`config.mk`:
```
export PLATFORM = sky130hd
export DESIGN_NAME = detect_sequence_param_fsm
export DESIGN_NICKNAME = d
export VERILOG_FILES = /design/src/rtl/seq_det_pkg.sv /design/src/rtl/seq_det_sat_counter.sv /design/src/rtl/detect_sequence_param_fsm.sv
export SDC_FILE = /design/constraint.sdc
export NUM_CORES = 1
export LEC_CHECK = 0
export BUFFER_PORTS_ARGS = -buffer_cell sky130_fd_sc_hd__buf_2
export CORE_MARGIN = 4
export CORE_UTILIZATION = 52
export DETAILED_ROUTE_END_ITERATION = 12
export PLACE_DENSITY = 0.78
export RECOVER_POWER = 25
export SLEW_MARGIN = 25
export SYNTH_ARGS = -nofsm -noshare
export SYNTH_HDL_FRONTEND = slang
export SYNTH_SLANG_ARGS = --single-unit
```
`constraint.sdc`:
```
create_clock -name clk -period 2.5 [get_ports clk]
set_clock_uncertainty 0.2 [all_clocks]
set_input_delay 0.5 -clock clk [delete_from_list [all_inputs] [get_ports clk]]
set_output_delay 0.5 -clock clk [all_outputs]
set_load 0.01 [all_outputs]
```
`src/rtl/seq_det_pkg.sv`:
```
// rtl/seq_det_pkg.sv - shared state type and masked compare for the sequence detector
package seq_det_pkg;

    typedef enum logic [0:0] {
        FILL  = 1'b0,
        ARMED = 1'b1
    } seq_det_state_t;

    // Widest pattern the compare helper handles; callers zero-extend.
    localparam int MAX_N = 32;

    function automatic logic masked_eq(
        input logic [MAX_N-1:0] pattern,
        input logic [MAX_N-1:0] mask,
        input logic [MAX_N-1:0] window
    );
        return ((pattern ^ window) & ~mask) == '0;
    endfunction

endpackage

```
`src/rtl/seq_det_sat_counter.sv`:
```
// rtl/seq_det_sat_counter.sv - saturating match counter with registered all-ones flag
module seq_det_sat_counter #(
    parameter int CNT_W = 8
) (
    input  logic             clk,
    input  logic             rst,
    input  logic             inc,
    input  logic             clr,
    output logic [CNT_W-1:0] cnt,
    output logic             sat
);

    localparam logic [CNT_W-1:0] CNT_MAX = '1;

    always_ff @(posedge clk) begin
        if (rst || clr) begin
            cnt <= '0;
            sat <= 1'b0;
        end else if (inc && (cnt != CNT_MAX)) begin
            cnt <= cnt + 1'b1;
            sat <= ((cnt + 1'b1) == CNT_MAX);
        end
    end

endmodule

```
`src/rtl/detect_sequence_param_fsm.sv`:
```
// rtl/detect_sequence_param_fsm.sv - runtime-programmable serial sequence detector
// Optional don't-care mask enabled by defining SEQ_DET_MASK_EN.
module detect_sequence_param_fsm
    import seq_det_pkg::*;
#(
    parameter int             N           = 6,
    parameter logic [N-1:0]   DEF_PATTERN = 6'b110011,
    parameter int             CNT_W       = 8
) (
    input  logic             clk,
    input  logic             rst,
    input  logic             a,
    input  logic             a_valid,
    input  logic             cfg_valid,
    input  logic [N-1:0]     cfg_pattern,
    input  logic [N-1:0]     cfg_mask,
    input  logic             overlap,
    output logic             detected,
    output logic [CNT_W-1:0] match_cnt,
    output logic             cnt_sat
);

    localparam int FILL_W = $clog2(N + 1);
    localparam logic [FILL_W-1:0] FILL_LAST = FILL_W'(N - 1);
    localparam logic [FILL_W-1:0] FILL_FULL = FILL_W'(N);

    seq_det_state_t    state;
    logic [N-1:0]      pattern_q;
    logic [N-1:0]      mask_q;
    logic [N-1:0]      history;
    logic [FILL_W-1:0] fill;
    logic [N-1:0]      window;
    logic              window_full;
    logic              match;

`ifdef SEQ_DET_MASK_EN
    always_ff @(posedge clk) begin
        if (rst) begin
            mask_q <= '0;
        end else if (cfg_valid) begin
            mask_q <= cfg_mask;
        end
    end
`else
    logic unused_cfg_mask;
    assign unused_cfg_mask = ^cfg_mask;
    assign mask_q = '0;
`endif

    // The incoming bit completes the window when N-1 bits are already held.
    assign window      = {history[N-2:0], a};
    assign window_full = (state == ARMED) || (fill == FILL_LAST);
    assign match       = a_valid && !cfg_valid && window_full &&
                         masked_eq(MAX_N'(pattern_q), MAX_N'(mask_q), MAX_N'(window));

    always_ff @(posedge clk) begin
        if (rst) begin
            state     <= FILL;
            pattern_q <= DEF_PATTERN;
            history   <= '0;
            fill      <= '0;
            detected  <= 1'b0;
        end else if (cfg_valid) begin
            state     <= FILL;
            pattern_q <= cfg_pattern;
            history   <= '0;
            fill      <= '0;
            detected  <= 1'b0;
        end else if (a_valid) begin
            history  <= window;
            detected <= match;
            if (match && !overlap) begin
                fill  <= '0;
                state <= FILL;
            end else begin
                if (fill != FILL_FULL) begin
                    fill <= fill + 1'b1;
                end
                if (window_full) begin
                    state <= ARMED;
                end
            end
        end else begin
            detected <= 1'b0;
        end
    end

    seq_det_sat_counter #(
        .CNT_W(CNT_W)
    ) u_counter (
        .clk (clk),
        .rst (rst),
        .inc (match),
        .clr (cfg_valid),
        .cnt (match_cnt),
        .sat (cnt_sat)
    );

endmodule

```
Word-level counts from Yosys, hierarchy flattened
Index checks and enable logic that the tools add are counted.
- flip-flop bits (word level): 25
- input bits: 18
- output and inout port bits: 10
- word-level logic and storage cells: 35
- add/sub/neg operators: 2
- equality and inequality tests: 4
- multiplexer cells: 4
- bitwise gates (word level): 2
- reductions and logical operators: 16
- operators with widths (operator ; count):
    $logic_not A32 Y1 ; 1
    $add A8 B1 Y8 const B ; 1
    $eq A8 B8 Y1 const B ; 1
    $ne A8 B8 Y1 const B ; 1
    $mux W3 ; 2
    $xor A6 B6 Y6 ; 1
    $logic_and A1 B1 Y1 ; 5
    $reduce_and A2 Y1 ; 2
    $reduce_bool A2 Y1 ; 2
    $add A3 B1 Y3 const B ; 1
    $eq A3 B3 Y1 const B ; 1
    $ne A3 B3 Y1 const B ; 1
    $reduce_or A3 Y1 ; 1
    $logic_not A1 Y1 ; 2
    $logic_or A1 B1 Y1 ; 2
    $mux W1 ; 2
    $reduce_or A2 Y1 ; 1
    $not A1 Y1 ; 1

Longest topological paths before layout
- depth in word-level cells: 7
- depth in mapped cells: 8
- gate-level depth less buffers: 7

By module
Synthesis repeated with hierarchy kept, for this count alone.
- cells, all modules: 129
- area, all modules: 1223.7 um^2
- modules (own cells, without submodules) (module ; times used ; cells an instance ; area an instance (um^2) ; sequential area each (um^2)):
    detect_sequence_param_fsm ; 1 ; 71 ; 716.9 ; 320.3
    seq_det_sat_counter ; 1 ; 58 ; 506.7 ; 180.2

Worst setup path before layout
Ideal clock, no wire load.
- path type: input port to flip-flop
- start point: input port a
- end point: register u_counter.sat
- library setup time: 0.121 ns
- data arrival time: 1.645 ns
- data required time: 2.179 ns
- setup slack: 0.534 ns
- stages on the path: 6
- buffers on the path: 1
- cells stage by stage: xor2_1 > nor4_4 > nand3_2 > clkbuf_1 > nor2_1 > mux2_2
- word-level cells in the longest chain between the ends: 4
- ends and longest elaborated chain (what ; line ; source):
    start, declared ; detect_sequence_param_fsm.sv:12 ; input logic a,
    $xor A6 B6 Y6 ; seq_det_pkg.sv:17 ; return ((pattern ^ window) & ~mask) == '0;
    $logic_not A32 Y1 ; seq_det_pkg.sv:17 ;
    $logic_and A1 B1 Y1 ; detect_sequence_param_fsm.sv:53 ; assign match = a_valid && !cfg_valid && window_full &&
    $logic_and A1 B1 Y1 ; seq_det_sat_counter.sv:19 ; end else if (inc && (cnt != CNT_MAX)) begin
    end signal, assigned ; seq_det_sat_counter.sv:21 ; sat <= ((cnt + 1'b1) == CNT_MAX);
    end, declared ; seq_det_sat_counter.sv:10 ; output logic sat
Every way passes these cells.
A chain may end at the register's enable or synchronous reset.

Worst setup path after layout
- start point: input port cfg_valid
- end point: register u_counter.sat
- word-level cells in the longest chain between the ends: 5
- elaborated cells on any way between the ends: 6
- those cells by class: reduce/logical (6)
- ends and longest elaborated chain (what ; line ; source):
    start, declared ; detect_sequence_param_fsm.sv:14 ; input logic cfg_valid,
    $logic_not A1 Y1 ; detect_sequence_param_fsm.sv:53 ;
    $logic_and A1 B1 Y1 (3 in series) ; detect_sequence_param_fsm.sv:53 ;
    $logic_and A1 B1 Y1 ; seq_det_sat_counter.sv:19 ;
Parallel ways exist; a longest one is shown, timed or not.

==> qor.yml <==
clock_network:
  clk_latency_ns: 0.32
  cts_setup_buffers: 0
  clkSlewWorstSetupHoldPaths_ns: 0.15
  cts_hold_buf: 0
  clockBufferDepth: 2
  cts_tree: "done"
  cts_resized: 0
  htreeDepth: 1
  cts_sinks: 25
  cts_root_buffer: "clkbuf_4"
  cts_made_buffers: 3
floorplan:
  dieArea_mm2: 0.00330
  coreArea_mm2: 0.00228
  die_w_um: 57.4
  fp-row-count: 17
  initial_core_util_pct: 55.8
  die_h_um: 57.4
  boundaryPins: 28
drt:
  vias_per_cell: 5.62
  vias: 1101
  ant_nets: 0
  drt_wl_total_um: 2550
  dr.first_iter.drc_count: 20
  wire_per_inst_um: 13.0
  drtPass1Iterations: 4
  drc: 0
logic_synthesis:
  syn_area_mm2: 0.00127
  synth_top_cell_by_area: "dfxtp_1"
  yosys.area.top_type_share_pct: 39.4
  avgSynthCellArea_um2: 8.76
  yosys-top-cells-area: "dfxtp_1, nor2_1, mux2i_1, ha_1, xor2_1"
  ys_warn_count: 0
  syn_nets: 168
  postSynthCellCount: 145
  synth-seq-area-share_pct: 39.4
  synthDistinctLibCells: 37
  ys_seq_elements: 25
timing:
  tightest_slew_ns: 0.846
  period_needed_ns: 2.26
  max-slew-margin-rel_pct: 43.6
  slew_violations: 0
  setup_viol: 0
  grt_setup_unrepaired: "no"
  period_share_pct: 90.4
  fmax_ghz: 0.443
  hold_viol_final: 0
  final.setup.tns_ns: 0
power:
  p_leak_nw: 0.583
  power.share.switching_pct: 24.7
  comb_power_share_pct: 8.2
  p_switching_w: 0.000161
  intPower_w: 0.000491
  ir_drop_mv: 0.336
  p_per_area_mw_per_mm2: 452
  p_clk_share_pct: 28.5
  pwr-share-seq_pct: 63.3
grt:
  use_met3_pct: 2.49
  overflow: 0
  grt_pass1_wl_um: 4550
  grt_pass1_vias: 1057
  busiest_layer: "met2"
  grtUsageMet2_pct: 29.5
  antenna_found_initial: 0
  grt_max_degree: 19
  grt_use_total_pct: 17.1
  use_met1_pct: 21.1
placed_design:
  gp_congestion: 0.826
  placedCellCount: 192
  place.port_buffers: 21
  dp_hpwl_um: 1910
cells_and_area:
  drive_above_1_share_pct: 19.0
  mostFrequentLayoutCells: "dfxtp_1, buf_2, nor2_1"
  num_antenna_cells: 0
  stdcell_count: 196
  fin_nets: 192
  final_common_cell: "dfxtp_1"
  syn2layout_area_growth_pct: 13.6
worst_hold_path:
  min_to: "pattern_q[1]"
  hold_start: "cfg_pattern[1]"
  hold_depth: 2
  hp-class: "in2reg"
setup_path:
  end_kind: "flip-flop"
  critPathKind: "in2reg"
  r2r-start: "u_counter.cnt[0]"
  rr_worst_depth: 6
  r2r_setup_slack_ns: 0.38
  cp.arrival_ns: 2.29
  worst_ep_required_time_ns: 2.54
  worstPathMaxFanout: 18
  regToRegEndpoint: "u_counter.sat"
  worstSetupStartpointType: "input pin"
status:
  status: "completed"
run:
  maxCapViolations: 0
==> per-stage QoR <==
step	power (W)	instance area [um2]	utilization, %	hold WS [ns]	worst slack (ns)
finish	0.000652	1440	63.4	0.167	0.240
CTS	0.000659	1450	63.8	0.157	0.315
detailed placement	0.000476	1420	62.6	0.305	0.239
global route	0.000682	1440	63.4	0.157	0.0450
floorplan	0.000456	1270	-	0.279	0.534
global placement	0.000473	1420	62.6	0.292	0.289
==> state kept, by name (all words and copies together) (netlist names) <==
name	flops
u_counter.cnt	8
pattern_q	6
history	5
fill	3
detected	1
state	1
u_counter.sat	1
==> Yosys cell counts, drive strengths merged <==
master and number:
dfxtp 25, nor2 19, a21oi 12, mux2i 7, xor2 7, clkbuf 6
nor2b 6, ha 5, inv 5, nand2 5, nand3 5, a211o 4
o21ai 4, o31ai 4, or4 4, nor3 3, or3 3, buf 2
nand2b 2, nand4 2, a2111oi 1, a211oi 1, a31oi 1, a41oi 1
and2 1, mux2 1, nand3b 1, nand4b 1, nor3b 1, nor4 1
nor4bb 1, o211ai 1, o21bai 1, o41ai 1, or2 1
==> worst max-delay path, cell delays in order <==
cell and delay, ns:
clkbuf_1 0.16, clkbuf_1 0.42, or2_2 0.21, clkbuf_1 0.64
nor2_1 0.09, mux2_2 0.28
==> per-layer routing <==
metal / wire length (um) / up-vias / share of wire, %
met1: 1160 / 514 / 45
met5: 0 / - / 0
li1: - / 561 / -
met3: 120 / 4 / 4.7
met4: 37 / 0 / 1.4
met2: 1240 / 22 / 48
==> power groups by stage <==
stage / Combinational (W) / Sequential (W) / Clock [W]
6_report: 0.0000531 / 0.000413 / 0.000186
2_1_floorplan: 0.0000365 / 0.000420 / 0
5_1_grt: 0.0000591 / 0.000414 / 0.000209
4_1_cts: 0.0000552 / 0.000413 / 0.000191
3_3_place_gp: 0.0000515 / 0.000421 / 0
3_5_place_dp: 0.0000547 / 0.000422 / 0
==> how the worst max path moves through the flow <==
stage                    endpoint  slack, ns        startpoint
finish              u_counter.sat       0.24         cfg_valid
global route        u_counter.sat       0.05  u_counter.cnt[0]
CTS                 u_counter.sat       0.31  u_counter.cnt[0]
detailed placement  u_counter.sat       0.24                 a
global placement    u_counter.sat       0.29                 a
floorplan           u_counter.sat       0.53                 a
==> layout make-up <==
cell class	instances	area, um2
Fill cell	193	833
Multi-Input combinational cell	107	719
Sequential cell	25	500
Timing Repair Buffer	27	141
Tap cell	28	35.0
Clock buffer	3	22.5
Inverter	5	18.8
Clock inverter	1	5.00
==> logic make-up after synthesis <==
logic type	after synthesis	synth area share [%]
buffers and inverters	13	3.94
multiplexers	8	6.40
XOR/XNOR	7	4.83
adder cells (fa/ha/maj)	5	4.93
AO/OA/AOI/OAI	31	15.8
flip-flops	25	39.4
AND/OR/NAND/NOR	56	24.7
Note: power is estimated with default switching activity, not from simulation.
